### src/rtl/tt_pkg.sv
// Shared types for the truth-table sweep engine.
// Latency: n/a (types and constants only).
// Backpressure: n/a.
package tt_pkg;
    localparam int N_IN = 7;
    localparam int TT_W = 2 ** N_IN;

    typedef logic [TT_W-1:0] tt_t;
    typedef logic [N_IN-1:0] idx_t;
    // 8 bits so that a full 128-bit disagreement is representable
    typedef logic [7:0]      cnt_t;

    localparam idx_t IDX_MAX = '1;

    typedef enum logic [1:0] {
        S_IDLE,
        S_DRIVE,
        S_DRAIN,
        S_DONE
    } state_e;
endpackage

### src/rtl/tt_sweep_capture_if.sv
// Request/result bundle between the sweep engine and its environment.
// Latency: n/a (wiring only).
// Backpressure: none; start is simply ignored while busy is high.
interface tt_sweep_capture_if;
    logic           start;
    tt_pkg::tt_t    expected;
    tt_pkg::idx_t   x;
    logic           f_in;
    logic           busy;
    logic           done;
    tt_pkg::tt_t    tt;
    logic           match;
    tt_pkg::cnt_t   mismatch_cnt;
    tt_pkg::idx_t   first_fail_idx;
    logic           first_fail_vld;

    // environment side: requests sweeps and hosts the function under test
    modport master (
        output start, expected, f_in,
        input  x, busy, done, tt, match, mismatch_cnt, first_fail_idx, first_fail_vld
    );

    // sweep engine side
    modport slave (
        input  start, expected, f_in,
        output x, busy, done, tt, match, mismatch_cnt, first_fail_idx, first_fail_vld
    );
endinterface

### src/rtl/tt_lat_pipe.sv
// Delay line carrying {valid, idx} alongside the function's own pipeline.
// Latency: DUT_LAT cycles; DUT_LAT=0 is a plain wire-through.
// Backpressure: none; shifts every cycle.
module tt_lat_pipe
    import tt_pkg::*;
#(
    parameter int DUT_LAT = 0
) (
    input  logic clk,
    input  logic rst_n,
    input  logic vld_i,
    input  idx_t idx_i,
    output logic vld_o,
    output idx_t idx_o
);

    generate
        if (DUT_LAT == 0) begin : g_wire
            logic unused_clk_rst;
            assign unused_clk_rst = clk ^ rst_n;
            assign vld_o = vld_i;
            assign idx_o = idx_i;
        end else begin : g_pipe
            logic [DUT_LAT-1:0] vld_q;
            idx_t               idx_q [DUT_LAT];

            // valid bits are cleared on reset so an aborted sweep leaves no stragglers
            always_ff @(posedge clk) begin
                if (!rst_n) begin
                    vld_q <= '0;
                end else begin
                    vld_q[0] <= vld_i;
                    for (int i = 1; i < DUT_LAT; i++) begin
                        vld_q[i] <= vld_q[i-1];
                    end
                end
            end

            // index payload needs no reset; it is qualified by the valid bits
            always_ff @(posedge clk) begin
                idx_q[0] <= idx_i;
                for (int i = 1; i < DUT_LAT; i++) begin
                    idx_q[i] <= idx_q[i-1];
                end
            end

            assign vld_o = vld_q[DUT_LAT-1];
            assign idx_o = idx_q[DUT_LAT-1];
        end
    endgenerate

endmodule

### src/rtl/tt_sweep_capture.sv
// Walks all 2**N_IN inputs into a function block, captures its truth table, compares to a golden one.
// Latency: accepted start -> done pulse = 1 + 128 + DUT_LAT cycles.
// Backpressure: none; start is ignored unless idle (busy=0), including the DONE cycle.
module tt_sweep_capture
    import tt_pkg::*;
#(
    parameter int DUT_LAT = 0
) (
    input  logic              clk,
    input  logic              rst_n,
    tt_sweep_capture_if.slave bus
);

    localparam cnt_t DRAIN_LAST = cnt_t'((DUT_LAT > 0) ? (DUT_LAT - 1) : 0);

    state_e state_q, state_d;
    idx_t   idx_q, idx_d;
    cnt_t   drain_q, drain_d;
    tt_t    exp_q, exp_d;
    tt_t    tt_q, tt_d;
    cnt_t   cnt_q, cnt_d;
    idx_t   ff_idx_q, ff_idx_d;
    logic   ff_vld_q, ff_vld_d;
    logic   match_q, match_d;
    logic   busy_q, busy_d;
    logic   done_q, done_d;

    logic   smp_vld;
    idx_t   smp_idx;

    // index travels with the function's latency so f_in is paired with the x that produced it
    tt_lat_pipe #(.DUT_LAT(DUT_LAT)) u_pipe (
        .clk   (clk),
        .rst_n (rst_n),
        .vld_i (state_q == S_DRIVE),
        .idx_i (idx_q),
        .vld_o (smp_vld),
        .idx_o (smp_idx)
    );

    // FSM state register
    always_ff @(posedge clk) begin
        if (!rst_n) begin
            state_q <= S_IDLE;
        end else begin
            state_q <= state_d;
        end
    end

    // next state, sweep control, capture and compare
    always_comb begin
        state_d  = state_q;
        idx_d    = idx_q;
        drain_d  = drain_q;
        exp_d    = exp_q;
        tt_d     = tt_q;
        cnt_d    = cnt_q;
        ff_idx_d = ff_idx_q;
        ff_vld_d = ff_vld_q;
        match_d  = match_q;
        busy_d   = busy_q;
        done_d   = 1'b0;

        // samples arrive in ascending index order, so the first miss is the lowest one
        if (smp_vld) begin
            tt_d[smp_idx] = bus.f_in;
            if (bus.f_in != exp_q[smp_idx]) begin
                cnt_d = cnt_q + 8'd1;
                if (!ff_vld_q) begin
                    ff_vld_d = 1'b1;
                    ff_idx_d = smp_idx;
                end
            end
        end

        case (state_q)
            S_IDLE: begin
                if (bus.start) begin
                    exp_d    = bus.expected;
                    tt_d     = '0;
                    cnt_d    = '0;
                    ff_idx_d = '0;
                    ff_vld_d = 1'b0;
                    match_d  = 1'b0;
                    idx_d    = '0;
                    drain_d  = '0;
                    busy_d   = 1'b1;
                    state_d  = S_DRIVE;
                end
            end
            S_DRIVE: begin
                // counter saturates at the last index rather than wrapping
                if (idx_q == IDX_MAX) begin
                    drain_d = '0;
                    state_d = (DUT_LAT > 0) ? S_DRAIN : S_DONE;
                end else begin
                    idx_d = idx_q + 7'd1;
                end
            end
            S_DRAIN: begin
                if (drain_q == DRAIN_LAST) begin
                    state_d = S_DONE;
                end else begin
                    drain_d = drain_q + 8'd1;
                end
            end
            S_DONE: begin
                done_d  = 1'b1;
                busy_d  = 1'b0;
                state_d = S_IDLE;
            end
            default: state_d = S_IDLE;
        endcase

        // the final sample lands on the same edge that enters DONE, so use the updated count
        if (state_d == S_DONE && state_q != S_DONE) begin
            match_d = (cnt_d == '0);
        end
    end

    // datapath and result registers; reset discards any partial sweep
    always_ff @(posedge clk) begin
        if (!rst_n) begin
            idx_q    <= '0;
            drain_q  <= '0;
            exp_q    <= '0;
            tt_q     <= '0;
            cnt_q    <= '0;
            ff_idx_q <= '0;
            ff_vld_q <= 1'b0;
            match_q  <= 1'b0;
            busy_q   <= 1'b0;
            done_q   <= 1'b0;
        end else begin
            idx_q    <= idx_d;
            drain_q  <= drain_d;
            exp_q    <= exp_d;
            tt_q     <= tt_d;
            cnt_q    <= cnt_d;
            ff_idx_q <= ff_idx_d;
            ff_vld_q <= ff_vld_d;
            match_q  <= match_d;
            busy_q   <= busy_d;
            done_q   <= done_d;
        end
    end

    // stimulus is parked at 0 when not sweeping
    assign bus.x              = (state_q == S_DRIVE || state_q == S_DRAIN) ? idx_q : '0;
    assign bus.busy           = busy_q;
    assign bus.done           = done_q;
    assign bus.tt             = tt_q;
    assign bus.match          = match_q;
    assign bus.mismatch_cnt   = cnt_q;
    assign bus.first_fail_idx = ff_idx_q;
    assign bus.first_fail_vld = ff_vld_q;

endmodule
### src/flat_wrapper.sv
// flat-port wrapper written by rule: the top's interface ports become plain ports
module tt_sweep_capture_flat import tt_pkg::*;
#(
    parameter int DUT_LAT = 0
)
  (clk, rst_n, bus_start, bus_expected, bus_f_in, bus_x, bus_busy, bus_done, bus_tt, bus_match, bus_mismatch_cnt, bus_first_fail_idx, bus_first_fail_vld);
  tt_sweep_capture_if bus_i ();
  input  logic clk;
  input  logic rst_n;
  input wire logic [$bits(bus_i.start)-1:0] bus_start;
  input wire logic [$bits(bus_i.expected)-1:0] bus_expected;
  input wire logic [$bits(bus_i.f_in)-1:0] bus_f_in;
  output wire logic [$bits(bus_i.x)-1:0] bus_x;
  output wire logic [$bits(bus_i.busy)-1:0] bus_busy;
  output wire logic [$bits(bus_i.done)-1:0] bus_done;
  output wire logic [$bits(bus_i.tt)-1:0] bus_tt;
  output wire logic [$bits(bus_i.match)-1:0] bus_match;
  output wire logic [$bits(bus_i.mismatch_cnt)-1:0] bus_mismatch_cnt;
  output wire logic [$bits(bus_i.first_fail_idx)-1:0] bus_first_fail_idx;
  output wire logic [$bits(bus_i.first_fail_vld)-1:0] bus_first_fail_vld;
  assign bus_i.start = bus_start;
  assign bus_i.expected = bus_expected;
  assign bus_i.f_in = bus_f_in;
  assign bus_x = bus_i.x;
  assign bus_busy = bus_i.busy;
  assign bus_done = bus_i.done;
  assign bus_tt = bus_i.tt;
  assign bus_match = bus_i.match;
  assign bus_mismatch_cnt = bus_i.mismatch_cnt;
  assign bus_first_fail_idx = bus_i.first_fail_idx;
  assign bus_first_fail_vld = bus_i.first_fail_vld;
  tt_sweep_capture #(.DUT_LAT(DUT_LAT)) u_core (.clk(clk), .rst_n(rst_n), .bus(bus_i));
endmodule
### config.mk
export PLATFORM = sky130hd
export DESIGN_NAME = tt_sweep_capture_flat
export DESIGN_NICKNAME = d
export VERILOG_FILES = /design/src/rtl/tt_pkg.sv /design/src/rtl/tt_sweep_capture_if.sv /design/src/rtl/tt_lat_pipe.sv /design/src/rtl/tt_sweep_capture.sv /design/src/flat_wrapper.sv
export SDC_FILE = /design/constraint.sdc
export NUM_CORES = 1
export LEC_CHECK = 0
export BUFFER_PORTS_ARGS = -buffer_cell sky130_fd_sc_hd__clkbuf_2
export CAP_MARGIN = 0
export CORE_MARGIN = 3
export CORE_UTILIZATION = 42
export DETAILED_ROUTE_END_ITERATION = 16
export GPL_ROUTABILITY_DRIVEN = 0
export PLACE_DENSITY = 0.64
export SYNTH_ARGS = -nofsm -noshare
export SYNTH_HDL_FRONTEND = slang
export SYNTH_HIERARCHICAL = 1
export SYNTH_SLANG_ARGS = --single-unit
### constraint.sdc
create_clock -name clk -period 8.8 [get_ports clk]
set_input_delay 1.32 -clock clk [delete_from_list [all_inputs] [get_ports clk]]
set_output_delay 1.32 -clock clk [all_outputs]
set_load 0.02 [all_outputs]
==> metrics.txt <==
Final Cycle Share=0.5531; pwr/cell area=~200 nW/um^2; initial antenna violation count=0; Setup-failing EPs final=0; CP required=between 9000 and 10,000 ps; commonest cells after routing, fill and taps aside=nand2_1, dfxtp_1, clkbuf_2, nand3_1, o21ai_0; Placed Area=about 14,000 um^2; first-pass GRT wire length=around 64 mm; Critical Path AT=5280 ps; #FFs+latches synth=just under 300; post-route cell area=15,140 um^2; CP Capture Type=flop; Via density=~5.6; Global Route Usage Sum=0.2454; DIE AREA=32,350 um^2; wire per inst=19.69 um; Leakage=5.784 nW; layout cells sized above 1=0.2115; total global routing overflow=0; max incr delay on CP=1140 ps; 1st-iter DRT viols=1,399; VDD IR max=0.1265 mV; # Post-CTS Setup Buffers=0; number of enable flip-flop cells after synthesis=0; via count=11,870; status=finished clean; Yosys cell types=51; MaxCap Viol Count=0; worst-skew pair later-pin latency=560 ps; CP startpoint=u_core/idx_q[1]$_SDFFE_PN0P_; # hold bufs at CTS=0; Clock Sinks=between 200 and 300; CTS tree=yes; vias in the first global route=10,930; crit path cell chain=nor2b_1 -> a22oi_1 -> nand3_1 -> a311oi_1 -> nor4_2 -> mux2i_1 -> nor2b_1 -> mux2i_1 -> nor2_1; max_slew headroom=0.1541; H-tree depth=1; Worst-path clk slew=60 ps; final wirelength=41.94 mm; Cells after Synth=between 1,500 and 2,000; register area share after synthesis=0.4604; ANT nets after route=0; DRT Pass-1 Iters=6; nets=1,858; worst hold path type=reg2reg; IO Pins=286; critical path class=reg2reg; fin cells=about 2,100; R2R cell count=9; R2R Path Start=u_core/idx_q[1]$_SDFFE_PN0P_; CTS buffer count=31; largest net degree at the start of global routing=110; Final WS setup=~4000 ps; die width=roughly 180 um; number of I/O port buffers=285; Critical Path Fanout Max=31; Placeable Area=just under 30,000 um^2; # DRC=0; Root Buffer=clkbuf_16; post-DP HPWL=29.38 mm; max frequency=about 210 MHz; asr flop ratio synth=0; Rows=63; Slew @ Worst Pin=1234 ps; Area growth syn-to-layout=19.27%; Resize count post-CTS=0; Top FF cell, synth=dfxtp_1; Reg-to-Reg End=u_core/bus.first_fail_idx[3]$_SDFF_PN0_; Max Transition Viols Final=0; post-synthesis cell area=12,700 um^2; flop2flop setup slack=3930 ps; final hold viol count=0; unrepaired setup endpoints after global routing=no; setup tns final=0 ps; Die Ht=179.9 um; Final min period=4867 ps; CTS Buffer Depth=3; placed cells=2,075; syn avg cell area=8.409 um^2; Post-Place Worst Slack=4096 ps; crit path capture=u_core/bus.first_fail_idx[3]$_SDFF_PN0_; YS warnings=6; clk_skew=12.60 ps; Startpoint Class=flop; initial core utilization=0.4273; slowest cell on the critical path=dfxtp_1; syn_nets=1,650; ant diodes=0
-- power breakdown --
group / switching (mW) / internal, mW
sequential: 0.0662 / 1.38
clock: 0.530 / 0.714
combinational: 0.203 / 0.132
total: 0.800 / 2.22
-- flip-flops by register name (all words and copies together), names as in the netlist --
signal and count:
u_core/bus.busy 1, u_core/bus.done 1, u_core/bus.first_fail_idx 7, u_core/bus.first_fail_vld 1
u_core/bus.match 1, u_core/bus.mismatch_cnt 8, u_core/bus.tt 128, u_core/drain_q 8
u_core/exp_q 128, u_core/idx_q 7, u_core/state_q 2
-- layout make-up --
| class | instances | area (um^2) |
|---|---|---|
| fillers | 2903 | 14570 |
| clock buffers | 48 | 919.6 |
| well taps | 390 | 488.0 |
| clock inverters | 7 | 51.30 |
| multi-input cells | 1087 | 6276 |
| repair buffers | 298 | 1529 |
| flip-flops and latches | 292 | 5849 |
| inverters | 8 | 30.03 |
-- routing by layer --
layer,vias to the layer above,track usage,share of wire
met5,-,0,0
met4,0,0.07704,0.031
met3,70,0.03966,0.081
met2,592,0.3985,0.46
met1,5530,0.3367,0.42
li1,5677,-,-
-- critical path: cells and delay by family (launching register included) --
family / cells / cell delay, ps
simple gates: 5 / 1990
flops: 1 / 1140
compound gates: 2 / 270
mux: 2 / 1320
-- worst min-delay path by stage --
stage | from | endpoint | slack (ps) | depth (start not counted)
6_report | u_core/exp_q[81]$_SDFFE_PN0P_ | u_core/exp_q[81]$_SDFFE_PN0P_ | 460 | 2
5_1_grt | u_core/exp_q[81]$_SDFFE_PN0P_ | u_core/exp_q[81]$_SDFFE_PN0P_ | 490 | 2
4_1_cts | u_core/exp_q[19]$_SDFFE_PN0P_ | u_core/exp_q[19]$_SDFFE_PN0P_ | 460 | 2
3_5_place_dp | u_core/exp_q[19]$_SDFFE_PN0P_ | u_core/exp_q[19]$_SDFFE_PN0P_ | 460 | 2
3_3_place_gp | u_core/exp_q[19]$_SDFFE_PN0P_ | u_core/exp_q[19]$_SDFFE_PN0P_ | 450 | 2
2_1_floorplan | u_core/exp_q[113]$_SDFFE_PN0P_ | u_core/exp_q[113]$_SDFFE_PN0P_ | 440 | 2
-- cell families (layout without fill, tap and decap cells) --
| logic type | Yosys count | count (layout) | share of synthesized area |
|---|---|---|---|
| adders and majority gates | 8 | 8 | 0.007884 |
| AOI/OAI and AO/OA | 424 | 424 | 0.1986 |
| buffers and inverters | 131 | 361 | 0.04809 |
| muxes | 53 | 53 | 0.07036 |
| xor gates and xnor gates | 18 | 18 | 0.01242 |
| and+or+nand+nor | 584 | 584 | 0.2023 |
| DFF | 292 | 292 | 0.4604 |
-- metrics by stage --
stage                     total power [mW]  hold WS [ps]    util
after floorplan                      1.705         438.6       -
after global placement               1.799         451.3  0.4769
after detailed placement             1.806         455.1  0.4769
after CTS                            3.035         463.5  0.5096
after global routing                 3.130         487.8  0.5096
final                                3.023         462.8  0.5096
-- synthesized netlist by cell type, types with 5 or more instances --
cell	instances	share of area
ha_1	8	0.0079
inv_1	8	0.0024
nand2b_1	11	0.0054
o21ai_0	135	0.053
mux4_2	11	0.020
buf_4	12	0.0071
or3_1	5	0.0025
nand2_1	293	0.087
a22oi_1	12	0.0071
nor3_1	17	0.0067
mux4_1	13	0.027
buf_1	6	0.0018
nand3_1	143	0.056
dfxtp_1	292	0.46
clkbuf_1	93	0.027
nor2_1	68	0.020
xor2_1	13	0.0090
a21boi_0	129	0.076
a21oi_1	131	0.052
nand4_1	8	0.0039
buf_2	6	0.0024
and2_1	15	0.0074
nor2b_1	10	0.0049
mux2i_1	27	0.021
xnor2_1	5	0.0034
and3_1	5	0.0025
Power figures use the tool's default switching activity.
